### src/rtl/serial_adder_seq.sv
// Bit-serial adder: one full-adder cell and a carry flop add two WIDTH-bit operands
// LSB first, one bit per clock, with a start/done handshake around the sequence.
module serial_adder_seq #(
   parameter int WIDTH = 8
) (
   input  logic             clk,
   input  logic             rst_n,
   input  logic             start,
   input  logic [WIDTH-1:0] a_in,
   input  logic [WIDTH-1:0] b_in,
   input  logic             cin,
   output logic             busy,
   output logic             done,
   output logic [WIDTH-1:0] sum_out,
   output logic             cout
);

   localparam int CNT_W = $clog2(WIDTH + 1);

   typedef enum logic [1:0] {
      ST_IDLE = 2'd0,
      ST_RUN  = 2'd1,
      ST_DONE = 2'd2
   } state_t;

   // Returns {carry_out, sum} of a single full-adder cell.
   function automatic logic [1:0] full_add(input logic a, input logic b, input logic c);
      full_add = {(a & b) | (a & c) | (b & c), a ^ b ^ c};
   endfunction

   state_t           state_r, state_s;
   logic [WIDTH-1:0] sa_r, sa_s, sb_r, sb_s, res_r, res_s, res_shift_s;
   logic [WIDTH-1:0] sum_r, sum_s;
   logic [CNT_W-1:0] cnt_r, cnt_s;
   logic             carry_r, carry_s, cout_r, cout_s;
   logic             busy_r, busy_s, done_r, done_s;
   logic [1:0]       fa_s;

   // Next-state, datapath and output decode for the IDLE/RUN/DONE sequence.
   always_comb begin
      state_s     = state_r;
      sa_s        = sa_r;
      sb_s        = sb_r;
      res_s       = res_r;
      cnt_s       = cnt_r;
      carry_s     = carry_r;
      sum_s       = sum_r;
      cout_s      = cout_r;
      fa_s        = full_add(sa_r[0], sb_r[0], carry_r);
      res_shift_s = res_r >> 1'b1;
      res_shift_s[WIDTH-1] = fa_s[0];

      case (state_r)
         ST_IDLE: begin
            if (start) begin
               sa_s    = a_in;
               sb_s    = b_in;
               carry_s = cin;
               cnt_s   = '0;
               state_s = ST_RUN;
            end else begin
               state_s = ST_IDLE;
            end
         end
         ST_RUN: begin
            sa_s    = sa_r >> 1'b1;
            sb_s    = sb_r >> 1'b1;
            res_s   = res_shift_s;
            carry_s = fa_s[1];
            // Last bit pair: publish the whole result and final carry together.
            if (cnt_r == CNT_W'(WIDTH - 1)) begin
               sum_s   = res_shift_s;
               cout_s  = fa_s[1];
               cnt_s   = '0;
               state_s = ST_DONE;
            end else begin
               cnt_s   = cnt_r + CNT_W'(1);
               state_s = ST_RUN;
            end
         end
         ST_DONE: begin
            state_s = ST_IDLE;
         end
         default: begin
            state_s = ST_IDLE;
         end
      endcase

      busy_s = (state_s == ST_RUN);
      done_s = (state_s == ST_DONE);
   end

   // State, datapath and output registers.
   always_ff @(posedge clk or negedge rst_n) begin
      if (!rst_n) begin
         state_r <= ST_IDLE;
         sa_r    <= '0;
         sb_r    <= '0;
         res_r   <= '0;
         cnt_r   <= '0;
         carry_r <= 1'b0;
         sum_r   <= '0;
         cout_r  <= 1'b0;
         busy_r  <= 1'b0;
         done_r  <= 1'b0;
      end else begin
         state_r <= state_s;
         sa_r    <= sa_s;
         sb_r    <= sb_s;
         res_r   <= res_s;
         cnt_r   <= cnt_s;
         carry_r <= carry_s;
         sum_r   <= sum_s;
         cout_r  <= cout_s;
         busy_r  <= busy_s;
         done_r  <= done_s;
      end
   end

   assign busy    = busy_r;
   assign done    = done_r;
   assign sum_out = sum_r;
   assign cout    = cout_r;

endmodule
### config.mk
export PLATFORM = sky130hd
export DESIGN_NAME = serial_adder_seq
export DESIGN_NICKNAME = d
export VERILOG_FILES = /design/src/rtl/serial_adder_seq.sv
export SDC_FILE = /design/constraint.sdc
export NUM_CORES = 1
export LEC_CHECK = 0
export ABC_AREA = 1
export CAP_MARGIN = 20
export CORE_UTILIZATION = 47
export DETAILED_ROUTE_END_ITERATION = 8
export GPL_ROUTABILITY_DRIVEN = 0
export PLACE_DENSITY = 0.74
export SLEW_MARGIN = 20
export SYNTH_ARGS = -nofsm -noshare
export SYNTH_HDL_FRONTEND = slang
export SYNTH_SLANG_ARGS = --single-unit
### constraint.sdc
create_clock -name clk -period 1.2 [get_ports clk]
set_input_delay 0.24 -clock clk [delete_from_list [all_inputs] [get_ports clk]]
set_output_delay 0.24 -clock clk [all_outputs]
set_load 0.005 [all_outputs]
# ---- After elaboration in Yosys (flattened, before gate mapping)
# Index checks and enable logic that the tools add are counted.
dict set report word_totals {
  reg_bits 42
  elab_cells 39
}
dict set report classes {
  add_sub_neg 1
  eq_ne 5
  n_mux 12
  bitwise 7
  n_reduce_logical 4
}
# operator n
set ops {}
lappend ops {{case mux 8 bit (2 select lines)} 2}
lappend ops {{2-to-1 mux 8 bit} 2}
lappend ops {{2-to-1 mux 4 bit} 2}
lappend ops {{case mux 4 bit (2 select lines)} 1}
lappend ops {{adder 4 x 1 -> 4 bit (second input constant)} 1}
lappend ops {{equality test 2 x 1 -> 1 bit (second input constant)} 2}
lappend ops {{equality test 4 x 3 -> 1 bit (second input constant)} 1}
lappend ops {{case mux 2 bit (2 select lines)} 1}
lappend ops {{AND reduction 2 bit} 2}
lappend ops {{AND 1 bit} 3}
lappend ops {{equality test 2 bit (second input constant)} 1}
lappend ops {{zero test 2 bit} 1}
lappend ops {{2-to-1 mux 1 bit} 2}
lappend ops {{2-to-1 mux 2 bit} 1}
lappend ops {{!= test 2 bit (second input constant)} 1}
lappend ops {{bitwise OR 1 bit} 2}
lappend ops {{case mux 1 bit (2 select lines)} 1}
lappend ops {{nonzero test 2 bit} 1}
lappend ops {{XOR 1 bit} 2}

# ---- Longest topological paths before layout
dict set report depth {
  depth_word 4
  ltp_mapped 7
}

# ---- Worst setup path before layout
# Ideal clock, no wire load.
dict set report synth_path {
  kind {register -> register}
  start {register cnt_r[0]}
  end {register sum_r[0] (netlist: sum_out[0])}
  arrival_time_ns 1.077
  setup_slack_ns 0.006
  path_stages_with_launch 8
  n_path_buf 1
  synth_period_minus_slack_ns 1.194
  cell_sequence {dfrtp_1 -> ha_1 -> nand2_1 -> nor2_2 -> nand2_4 -> buf_6 -> nand2_1 -> nand2_1}
}
dict set report synth_via {
  elab_chain_cells 2
}
# element line
set synth_rtl {}
lappend synth_rtl {{from (decl)} 34} ;# logic [CNT_W-1:0] cnt_r, cnt_s;
lappend synth_rtl {{from (signal assigned)} 111} ;# cnt_r <= cnt_s;
lappend synth_rtl {{equality test 4 x 3 -> 1 bit} 71} ;# if (cnt_r == CNT_W'(WIDTH - 1)) begin
lappend synth_rtl {{AND reduction 2 bit (no source line)} -}
lappend synth_rtl {{to (signal assigned)} 113} ;# sum_r <= sum_s;
lappend synth_rtl {{to (decl)} 33} ;# logic [WIDTH-1:0] sum_r, sum_s;
# Every way passes these cells.
# A chain may end at the register's enable or synchronous reset.

# ---- Final worst setup path
dict set report layout_path {
  start {register cnt_r[1]}
  end {register sum_r[0] (netlist: sum_out[0])}
}
# Same word-level chain as after synthesis.

==> out/metrics.csv <==
metric,value,unit
outcome,finished with violations,
failing checks,setup timing,
"Max FO, Critical Path",7,
Area Overhead vs Synth,40.0,%
vias in the first global route,1476,
CP max stage cell,dfrtp_1,
First-pass DRT Iterations,4,
final-report max-slew violation count,0,
DP Cell Count,303,
CTS buffer count,5,
Sum Neg Setup Slack,-197,ps
design area,0.00269,mm2
worst rel slew slack,85.4,%
fillers,289,
placed inst area,0.00240,mm2
Worst Max-Slew Pin Slew,220,ps
share of cells above drive strength 1,29.2,%
reg2reg path depth,7,
endpoint type of the worst setup path,flip-flop,
clock latency on the worst-skew pair,290,ps
Chip Width,65.9,um
diodes inserted,0,
Root Buffer,clkbuf_8,
Maximum Capacitance Violations,0,
"CTS clk-pin slew, worst paths",70,ps
Final ANT Viol Nets,0,
GRT Total Usage,20.2,%
CP arrival,1440,ps
DRC,0,
final setup vio count,9,
number of port buffers,30,
CTS tree,done,
"area leader, netlist",dfrtp_1,
Worst Hold Class,in2async,
Die Area,0.00434,mm2
top_reg_cell synth,dfrtp_1,
synthesized cell area,0.00192,mm2
critical-path cell list,"ha_4, nand2_4, nor2_4, nand2_4, buf_12, nand2_2, nand2_1",
Clock Skew,6.75,ps
"Hold Violations, Final",0,
Max clock buf depth,2,
Sequential Area,0.00103,mm2
Layout Cells excl Fill,322,
Vias,1523,
Ys Warns,0,
top cell type's share of synthesized area,53.5,%
Max Clk Rate,0.794,GHz
starting density of the core,50.5,%
CP Class,reg2reg,
"Seq/Total Area, Yosys",53.5,%
H-tree levels,2,
worst hold slack,442,ps
"top cells by area, synth","dfrtp_1, nand2_1, o21ai_2, inv_1, nor2_1",
PnR worst setup slack,-59.2,ps
"top cells by count, synth","nand2_1, dfrtp_1, inv_1, o21ai_2, nor2_1",
Syn Nets,240,
initial antenna violation count,0,
Multi-input gate area,788,um2
gr ovfl total,0,
Worst path max stage delay,410,ps
largest net degree at the start of global routing,42,
Async SR Flop Fraction,100,%
Synth Register Bits,41,
WL/cell,12.1,um
post-synth cell types,18,
Post-synth EDFFs,0,
LEAKAGE,1.38,nW
DP HPWL,2360,um
Post-Syn Area per Cell,8.80,um2
pwr dens,2530,mW/mm2
clock sinks,41,
routed wire length,3890,um
initial DRC count,104,
Tmin final,1260,ps
Die H,65.9,um
Worst EP required,1380,ps
startpoint types,flip-flop,
Layout Nets,295,
first-pass GRT wire length,6440,um
crit-path most repeated cell,nand2_4,
DR vias/cell,4.73,
Core Footprint,0.00380,mm2
io pins,31,
most frequent cell after synthesis,nand2_1,
row cnt,22,
Final Power,6.81,mW
post-synthesis cell count,218,
VDD IR-drop max,1.26,mV
RSZ-0062 raised after global routing,yes,
Tcrit/Tclk final,105,%
path summary, 6_finish.rpt:
path / startpoint / to / slack [ps]
worst max-delay path: cnt_r[1] / sum_out[0] / -60
worst min-delay path: rst_n / sum_out[0] / 440
worst max register to register: cnt_r[1] / sum_out[0] / -60
worst min register to register: sb_r[6] / sb_r[6] / 480
max in group asynchronous: rst_n / sa_r[5] / 550
min in group clk: sb_r[6] / sb_r[6] / 480
report_power, final:
part / leakage (nW) / switching [mW] / internal [mW]
Sequential: 0.508 / 0.378 / 2.00
Clock: 0.0585 / 0.450 / 0.678
Combinational: 0.810 / 1.70 / 1.60
Total: 1.38 / 2.53 / 4.28
layout by cell type, fill, tap and decap left out, drive strengths merged, types with 4 or more instances in the layout:
master         netlist  layout
buf                  8      25
clkbuf               0       8
clkdlybuf4s15        0       5
clkdlybuf4s50        0      18
dfrtp               41      41
dlygate4sd2          0       6
inv                 30      30
nand2               77      77
nand3                4       4
nor2                21      21
o21ai               34      34
layout make-up:
type                       instances  share of cell area, %
timing repair buffer              56                   21.7
clock inverter                     1                   1.12
multi-input combinational        139                   29.4
sequential                        41                   38.2
inverter                          30                   4.19
tap                               48                   2.24
clock buffer                       7                   3.22
metal layers:
metal / up-vias / global-route usage (%) / wire, um
li1: 776 / - / -
met1: 716 / 23.7 / 1740
met2: 25 / 33.8 / 1980
met3: 6 / 6.21 / 112
met4: 0 / 8.97 / 63
met5: - / 0 / 0
cell families after synthesis:
| logic type | Yosys count | share of synthesized area (%) |
|---|---|---|
| simple gates | 103 | 22.0 |
| flops | 41 | 53.5 |
| buf+inv | 38 | 9.26 |
| compound gates | 34 | 13.6 |
| fa+ha+maj | 2 | 1.70 |
critical path, delay by kind of cell (launching register included):
family / cells / cell delay (ps)
buf+inv: 1 / 160
flops: 1 / 410
simple gates: 5 / 410
fa+ha+maj: 1 / 170
through the flow:
stage	utilization (%)	worst slack, ps
after floorplan	-	6.46
after global placement	63.1	-126
after detailed placement	63.1	-167
after CTS	67.1	-10.7
after global routing	70.7	-88.4
final	70.7	-59.2
timing repair:
item,CTS,global route
gates cloned,0,1
hold endpoints to repair,41,0
endpoints found under the setup margin,21,25
buffers inserted,4,5
pin swaps,2,4
gates resized for setup,16,25
hold buffers,1,0
state kept, by name, indices dropped and copies added (netlist names), 2 cells and up:
name     flops
sb_r         8
res_r        7
state_r      2
cnt_r        4
sa_r         8
sum_out      8
Note: power is estimated with default switching activity, not from simulation.
